**src/rtl/cpu_types_pkg.sv**
```systemverilog
// Shared processor types used by the memory arbiter and its round-robin picker.
package cpu_types_pkg;

  // Core count the grant record is sized for; the arbiter's CPUS must match.
  localparam int ARB_CPUS = 2;
  localparam int CORE_W   = (ARB_CPUS > 1) ? $clog2(ARB_CPUS) : 1;

  typedef logic [31:0] word_t;

  typedef enum logic [1:0] {
    FREE   = 2'd0,
    BUSY   = 2'd1,
    ACCESS = 2'd2,
    ERROR  = 2'd3
  } ramstate_t;

  typedef enum logic {
    IDLE = 1'b0,
    XFER = 1'b1
  } arb_state_t;

  typedef struct packed {
    logic [CORE_W-1:0] core;
    logic              isdata;
    logic              iswrite;
    word_t             addr;
    word_t             store;
  } arb_grant_t;

  // RAM has finished the current transaction, successfully or not.
  function automatic logic ram_done(ramstate_t s);
    return (s == ACCESS) || (s == ERROR);
  endfunction

endpackage

```
**src/rtl/rr_picker.sv**
```systemverilog
// Round-robin picker: first requester after i_ptr, wrapping modulo CPUS.
module rr_picker #(
  parameter  int CPUS  = 2,
  localparam int IDX_W = (CPUS > 1) ? $clog2(CPUS) : 1
) (
  input  logic [CPUS-1:0]  i_req,
  input  logic [IDX_W-1:0] i_ptr,
  output logic             o_valid,
  output logic [IDX_W-1:0] o_idx
);

  // Scan from farthest to nearest so the nearest requester after i_ptr wins.
  always_comb begin
    o_valid = 1'b0;
    o_idx   = '0;
    for (int k = CPUS; k >= 1; k--) begin
      if (i_req[IDX_W'((int'(i_ptr) + k) % CPUS)]) begin
        o_valid = 1'b1;
        o_idx   = IDX_W'((int'(i_ptr) + k) % CPUS);
      end
    end
  end

endmodule

```
**src/rtl/memory_arbiter.sv**
```systemverilog
// Shares one RAM port among per-core icache/dcache requesters.
//
// state | meaning
// IDLE  | no grant held; picks a winner (data before instruction) when requests exist
// XFER  | registered grant drives the RAM port until ACCESS/ERROR or requester drop
module memory_arbiter
  import cpu_types_pkg::*;
#(
  parameter int CPUS = ARB_CPUS
) (
  input  logic               CLK,
  input  logic               RST,
  input  logic [CPUS-1:0]    iREN,
  input  logic [CPUS-1:0]    dREN,
  input  logic [CPUS-1:0]    dWEN,
  input  word_t [CPUS-1:0]   iaddr,
  input  word_t [CPUS-1:0]   daddr,
  input  word_t [CPUS-1:0]   dstore,
  output logic [CPUS-1:0]    iwait,
  output logic [CPUS-1:0]    dwait,
  output word_t [CPUS-1:0]   iload,
  output word_t [CPUS-1:0]   dload,
  output logic               ramREN,
  output logic               ramWEN,
  output word_t              ramaddr,
  output word_t              ramstore,
  input  word_t              ramload,
  input  ramstate_t          ramstate,
  output logic               ramerr
);

  localparam int IDX_W = CORE_W;

  arb_state_t        r_state, w_state_next;
  arb_grant_t        r_grant, w_grant_next;
  logic [IDX_W-1:0]  r_dptr, r_iptr, w_dptr_next, w_iptr_next;
  logic              r_ramerr, w_ramerr_next;

  logic [CPUS-1:0]   w_dreq;
  logic              w_dvalid, w_ivalid;
  logic [IDX_W-1:0]  w_didx, w_iidx;
  logic              w_held;

  assign w_dreq = dREN | dWEN;

  rr_picker #(.CPUS(CPUS)) u_dpick (
    .i_req   (w_dreq),
    .i_ptr   (r_dptr),
    .o_valid (w_dvalid),
    .o_idx   (w_didx)
  );

  rr_picker #(.CPUS(CPUS)) u_ipick (
    .i_req   (iREN),
    .i_ptr   (r_iptr),
    .o_valid (w_ivalid),
    .o_idx   (w_iidx)
  );

  // Granted requester still asserting the enable that won the grant.
  assign w_held = r_grant.isdata
                ? (r_grant.iswrite ? dWEN[r_grant.core] : dREN[r_grant.core])
                : iREN[r_grant.core];

  assign iload  = {CPUS{ramload}};
  assign dload  = {CPUS{ramload}};
  assign ramerr = r_ramerr;

  // State, grant record, class pointers and sticky error flag.
  always_ff @(posedge CLK or posedge RST) begin
    if (RST) begin
      r_state  <= IDLE;
      r_grant  <= '0;
      r_dptr   <= IDX_W'(CPUS - 1);
      r_iptr   <= IDX_W'(CPUS - 1);
      r_ramerr <= 1'b0;
    end else begin
      r_state  <= w_state_next;
      r_grant  <= w_grant_next;
      r_dptr   <= w_dptr_next;
      r_iptr   <= w_iptr_next;
      r_ramerr <= w_ramerr_next;
    end
  end

  // Next-state, grant selection and RAM/wait outputs.
  always_comb begin
    w_state_next  = r_state;
    w_grant_next  = r_grant;
    w_dptr_next   = r_dptr;
    w_iptr_next   = r_iptr;
    w_ramerr_next = r_ramerr;
    ramREN        = 1'b0;
    ramWEN        = 1'b0;
    ramaddr       = '0;
    ramstore      = '0;
    iwait         = '1;
    dwait         = '1;

    case (r_state)
      IDLE: begin
        if (w_dvalid) begin
          w_grant_next = '{core: w_didx, isdata: 1'b1, iswrite: dWEN[w_didx],
                           addr: daddr[w_didx], store: dstore[w_didx]};
          w_state_next = XFER;
        end else if (w_ivalid) begin
          w_grant_next = '{core: w_iidx, isdata: 1'b0, iswrite: 1'b0,
                           addr: iaddr[w_iidx], store: '0};
          w_state_next = XFER;
        end
      end
      XFER: begin
        ramREN   = ~r_grant.iswrite;
        ramWEN   = r_grant.iswrite;
        ramaddr  = r_grant.addr;
        ramstore = r_grant.store;
        // Completion wins over a same-cycle enable drop: RAM already did the access.
        if (ram_done(ramstate)) begin
          if (r_grant.isdata) begin
            dwait[r_grant.core] = 1'b0;
            w_dptr_next         = r_grant.core;
          end else begin
            iwait[r_grant.core] = 1'b0;
            w_iptr_next         = r_grant.core;
          end
          if (ramstate == ERROR) w_ramerr_next = 1'b1;
          w_state_next = IDLE;
        end else if (!w_held) begin
          w_state_next = IDLE;
        end
      end
      default: w_state_next = IDLE;
    endcase
  end

endmodule

```
**config.mk**
```make
export PLATFORM = sky130hd
export DESIGN_NAME = memory_arbiter
export DESIGN_NICKNAME = d
export VERILOG_FILES = /design/src/rtl/cpu_types_pkg.sv /design/src/rtl/rr_picker.sv /design/src/rtl/memory_arbiter.sv
export SDC_FILE = /design/constraint.sdc
export NUM_CORES = 1
export LEC_CHECK = 0
export BUFFER_PORTS_ARGS = -buffer_cell sky130_fd_sc_hd__buf_4
export CAP_MARGIN = 10
export CORE_AREA = 4 4 169 171
export CTS_CLUSTER_DIAMETER = 40
export DETAILED_ROUTE_END_ITERATION = 12
export DIE_AREA = 0 0 173 175
export PLACE_DENSITY = 0.53
export SYNTH_ARGS = -nofsm -noshare
export SYNTH_HDL_FRONTEND = slang
export SYNTH_HIERARCHICAL = 1
export SYNTH_SLANG_ARGS = --single-unit
export TNS_END_PERCENT = 30
```
**constraint.sdc**
```tcl
create_clock -name CLK -period 2.5 [get_ports CLK]
set_clock_uncertainty 0.05 [all_clocks]
set_input_delay 0.125 -clock CLK [delete_from_list [all_inputs] [get_ports CLK]]
set_output_delay 0.125 -clock CLK [all_outputs]
set_load 0.03 [all_outputs]
```
---- After elaboration in Yosys (flattened, before gate mapping) ----
Cells that the tools add are included.
word-level totals
  flip-flop bits (word level) ............. 71
  bits of input ports ..................... 234
  output and inout bits ................... 199
cells by class
  mux-type cells .......................... 51
  reductions and logical operators ........ 7
  add/sub/neg operators ................... 4
  order comparisons ....................... 8
  bitwise logic cells ..................... 5
  equality and inequality tests ........... 2
operators with widths
  cell                   count
  $mux W32               8
  $mux W67               2
  $mux W1                33
  $lt A1 B3 Y1 const B   4
  $mux W2                6
  $reduce_and A3 Y1      3
  $lt A1 B2 Y1 const B   3
  $add A1 B1 Y1 const B  4
  $eq A2 B2 Y1 const B   2
  $not A1 Y1             3
  $not A2 Y2             1
  $pmux W1 S2            1
  $reduce_and A2 Y1      1
  $reduce_bool A2 Y1     1
  $demux W1 S1           1
  $ge A1 B1 Y1 const B   1
  $logic_and A1 B1 Y1    1
  $logic_or A1 B1 Y1     1
  $or A1 B1 Y1           1

---- Longest topological paths before layout ----
  word-level depth ........................ 10
  depth in mapped cells ................... 8

---- Cells and area by module ----
Netlist, hierarchy kept.
by module, submodules not included
  module          cells each  sequential area each (µm²)  times used  area an instance (µm²)
  memory_arbiter  593         1779.2                      1           5647.9
  rr_picker       2           0.0                         2           21.3

---- Worst setup path before layout ----
No wires, ideal clock.
  path kind ............................... reg-to-reg
  start ................................... register r_dptr
  end ..................................... register r_grant[47] in the netlist's numbering
  data arrival time ....................... 1.429 ns
  clock period less this slack ............ 1.554 ns
  library setup time ...................... 0.075 ns
  path buffers ............................ 3
  slack ................................... 0.946 ns
  stages on the path, launching flop included .. 8
  path through ............................ dfstp_2 -> nor2b_4 -> buf_4 -> buf_6 -> buf_12 -> mux2i_1 -> mux2_2 -> o21ai_2
on the way
  cells in the longest elaborated chain, start to end .. 6
  elaborated cells on any way between the ends .. 7
  those cells by class .................... 2 x add/sub; 5 x mux
ends and longest elaborated chain
  what                                             line                   text
  start: declaration                               memory_arbiter.sv:36   logic [IDX_W-1:0] r_dptr, r_iptr, w_dptr_next, w_iptr_next;
  start signal: assignment                         memory_arbiter.sv:74   r_dptr <= IDX_W'(CPUS - 1);
  start signal: assignment                         memory_arbiter.sv:80   r_dptr <= w_dptr_next;
  $add A1 B1 Y1                                    rr_picker.sv:19        o_idx = IDX_W'((int'(i_ptr) + k) % CPUS);
  $mux W1                                          rr_picker.sv:17        if (i_req[IDX_W'((int'(i_ptr) + k) % CPUS)]) begin
  $mux W1 (*)                                      rr_picker.sv:17
  named net w_didx                                 memory_arbiter.sv:41   logic [IDX_W-1:0] w_didx, w_iidx;
  $mux W32 (not written as such) (*) (2 in a row)  memory_arbiter.sv:104  addr: daddr[w_didx], store: dstore[w_didx]};
  $mux W67 (*)                                     memory_arbiter.sv:102  if (w_dvalid) begin
  end signal: assignment                           memory_arbiter.sv:79   r_grant <= w_grant_next;
  end: declaration                                 memory_arbiter.sv:35   arb_grant_t r_grant, w_grant_next;
The timed path passes the listed nets; every way through them passes the cells marked *. The select of a mux whose other input is x is not followed.
A chain may end at the register's enable or synchronous reset.

---- Final worst setup path ----
  start ................................... register r_state
  end ..................................... output port dwait[0]
on the way
  cells in the longest elaborated chain, start to end .. 1
ends and longest elaborated chain
  what                      line                   text
  start: declaration        memory_arbiter.sv:34   arb_state_t r_state, w_state_next;
  start signal: assignment  memory_arbiter.sv:78   r_state <= w_state_next;
  $mux W2                   memory_arbiter.sv:100  case (r_state)
  end: declaration          memory_arbiter.sv:20   output logic [CPUS-1:0] dwait,
Every way passes these cells.

==> summary.txt <==
Hold path
  • Path class of the lowest-slack min-delay path: primary input to flop

Yosys
  • Post-Syn Instances: just under 600
  • Netlist Area Pre-Place: 0.00568 sq mm
  • Mean Syn Cell Area: roughly 9.5 sq um
  • Net count of the mapped netlist: 830
  • Count of synthesis-stage warnings from yosys: 6

Timing
  • Minimum clock period after layout: 1.90 ns
  • Maximum achievable frequency: roughly 530 MHz
  • Setup total negative slack: 0 ns
  • Total of endpoints with negative setup slack in the final report: 0
  • Share of the cycle needed by the critical path after routing: between 70% and 80%
  • Relative slew slack: between 50 and 60%
  • Slew @ Worst Pin: roughly 0.63 ns
  • RSZ-0062 raised after global routing: false
  • Final hold violation count: 0
  • Number of max-slew violations in the final report: 0

Setup path
  • Cell repeated most along the worst path: sky130_fd_sc_hd__buf_4
  • Kind of start point of the critical path: flop
  • Highest fanout seen on the critical path: 35
  • Req. time, crit path: ~2.3 ns
  • CP Buf/Inv Count: 2
  • Ordered list of cells on the worst path: buf_4 -> nand3_1 -> or2_2 -> buf_4
  • Minimum setup slack among reg-to-reg paths: ~0.79 ns
  • Top delay family on crit path: simple AND/OR/NAND/NOR gates
  • Category of the critical setup timing path: flop to primary output
  • Arrival time at the worst endpoint: 1.73 ns
  • Nature of the critical path endpoint: primary output
  • Cell with the largest stage delay on the worst path: sky130_fd_sc_hd__dfrtp_2
  • Largest stage delay on the critical path: between 0.3 and 0.4 ns

Drt
  • First-pass detailed-route iteration total: 4
  • Iter 0 DRT Violations: about 100
  • Total number of vias: 4430
  • Routed WL: approximately 18000 um
  • Post-detailed-route count of antenna-violating nets: 0
  • Wire length per cell after detailed routing: around 17 um
  • Mean number of vias per cell: 4.14
  • Post-route DRC violation count: 0

Clocking
  • TritonCTS Sinks: 71
  • Clock buffers created by TritonCTS: 9
  • CTS tree: yes
  • Clk pin slew, worst setup/hold paths: ~0.060 ns
  • Clock Tree Buf Depth: 2
  • Buffer type at the clock tree root: sky130_fd_sc_hd__clkbuf_16
  • H-tree Lvls: 3
  • Clock network latency to the later pin of the worst-skew pair: 0.33 ns

Floorplanning
  • # IOs: approximately 430
  • Site Rows: 60
  • Area enclosed by the die boundary: 0.0303 sq mm
  • Initial core utilization: 21.1%
  • Core area: 0.0269 sq mm
  • Die span in x: around 170 um
  • Height of the chip: ~180 um

Final layout
  • Fraction of final layout cells with drive strength greater than 1: around half
  • Most common cell after layout, fill and taps aside: sky130_fd_sc_hd__buf_4
  • Antenna cell count: 0
  • Area growth from synthesis to layout: 31.1%
  • Final nets: between 900 and 1000
  • Commonest cells after routing, fill and taps aside: 282 x sky130_fd_sc_hd__buf_4, 98 x sky130_fd_sc_hd__mux2i_1, 68 x sky130_fd_sc_hd__dfrtp_1, 65 x sky130_fd_sc_hd__and2_1, 38 x sky130_fd_sc_hd__nand2_1

Power
  • Worst ir drop on vdd: between 0.5 and 0.6 mV
  • Internal power summed over all cells: 4600 uW
  • Switching fraction of total power: a little over two fifths
  • Power density cells: about 1100 mW/mm^2
  • Leakage component of the power: ~0.0037 uW
  • Total power draw: 8030 uW
  • Switching Power: between 3000 and 4000 uW
  • Part of the total power dissipated in combinational logic: a little under three fifths
  • Relative contribution of sequential cells to total power: 25.0%
  • Clock share of power: about 18%

Place
  • Port-buffer cells: 272
  • HPWL Detailed: 14700 um
  • Final weighted congestion of routability-driven global placement: 0.744

Status
  • Result of the run: finished, final reports clean

GRT
  • Largest net degree at the start of global routing: between 60 and 70
  • Number of global-route vias before repair: 4711
  • Overall track demand over capacity in global routing: between 10% and 20%
  • Antenna violations before repair: 0
  • First-pass GRT wire length: 28300 um
  • Total congestion overflow after global routing: 0

Run
  • Max-capacitance violation count: 0
power by group through the flow:
stage | clock [uW] | sequential, uW | combinational, uW
4_1_cts | 1480 | 2020 | 4730
5_1_grt | 1520 | 2090 | 5010
2_1_floorplan | 0 | 1910 | 3600
3_5_place_dp | 0 | 2040 | 4720
3_3_place_gp | 0 | 2030 | 4690
6_report | 1410 | 2010 | 4610
state kept, by name (all words and copies together) (netlist names):
signal	count
r_grant	67
r_dptr	1
r_iptr	1
r_state	1
ramerr	1
routing by layer:
metal / part of all wire (%) / global-route usage [%] / vias up
met3: 6.5 / 3.18 / 70
met2: 50 / 20.5 / 197
met5: 0 / 0 / -
met4: 3.5 / 5.45 / 0
met1: 40 / 13.5 / 2019
li1: - / - / 2144
worst paths after layout:
kind,cells after the start,to,from
worst min-delay path,4,r_grant[10],dstore[10]
min in group asynchronous,3,r_grant[31],RST
worst min register to register,2,r_grant[46],r_grant[46]
worst max-delay path,4,dwait[0],r_state
max in group asynchronous,4,r_iptr,RST
worst max register to register,5,r_grant[41],r_iptr
timing repair:
| item | in CTS | in global routing |
|---|---|---|
| setup buffers | 0 | 0 |
| gates resized for setup | 0 | 0 |
| hold buffers | 3 | 0 |
| endpoints found under the hold margin | 33 | 0 |
area by class of cell:
cell class | count | area, sq um
Clock buffer | 10 | 229
Clock inverter | 6 | 93.8
Fill cell | 2880 | 19400
Inverter | 2 | 8.76
Multi-Input combinational cell | 351 | 2670
Sequential cell | 71 | 1780
Tap cell | 341 | 427
Timing Repair Buffer | 290 | 2250
worst register-to-register path, stage by stage (launching register included):
cell and delay, ns:
sky130_fd_sc_hd__dfstp_2 0.38, sky130_fd_sc_hd__nor2b_4 0.46, sky130_fd_sc_hd__buf_4 0.28, sky130_fd_sc_hd__mux2i_1 0.08, sky130_fd_sc_hd__mux2_2 0.25, sky130_fd_sc_hd__o21ai_1 0.14
per-stage QoR:
step	setup WS [ns]	cells	hold slack (ns)	area [sq um]	utilization [%]
after floorplan	0.532	596	0.174	5680	-
after global placement	0.814	1052	0.200	7100	26.4
after detailed placement	0.781	1052	0.197	7100	26.4
after CTS	0.541	1071	0.0774	7450	27.7
after global routing	0.498	1071	0.0893	7450	27.7
final	0.598	1071	0.0973	7450	27.7
No activity file was read; power rests on OpenSTA's default activity.
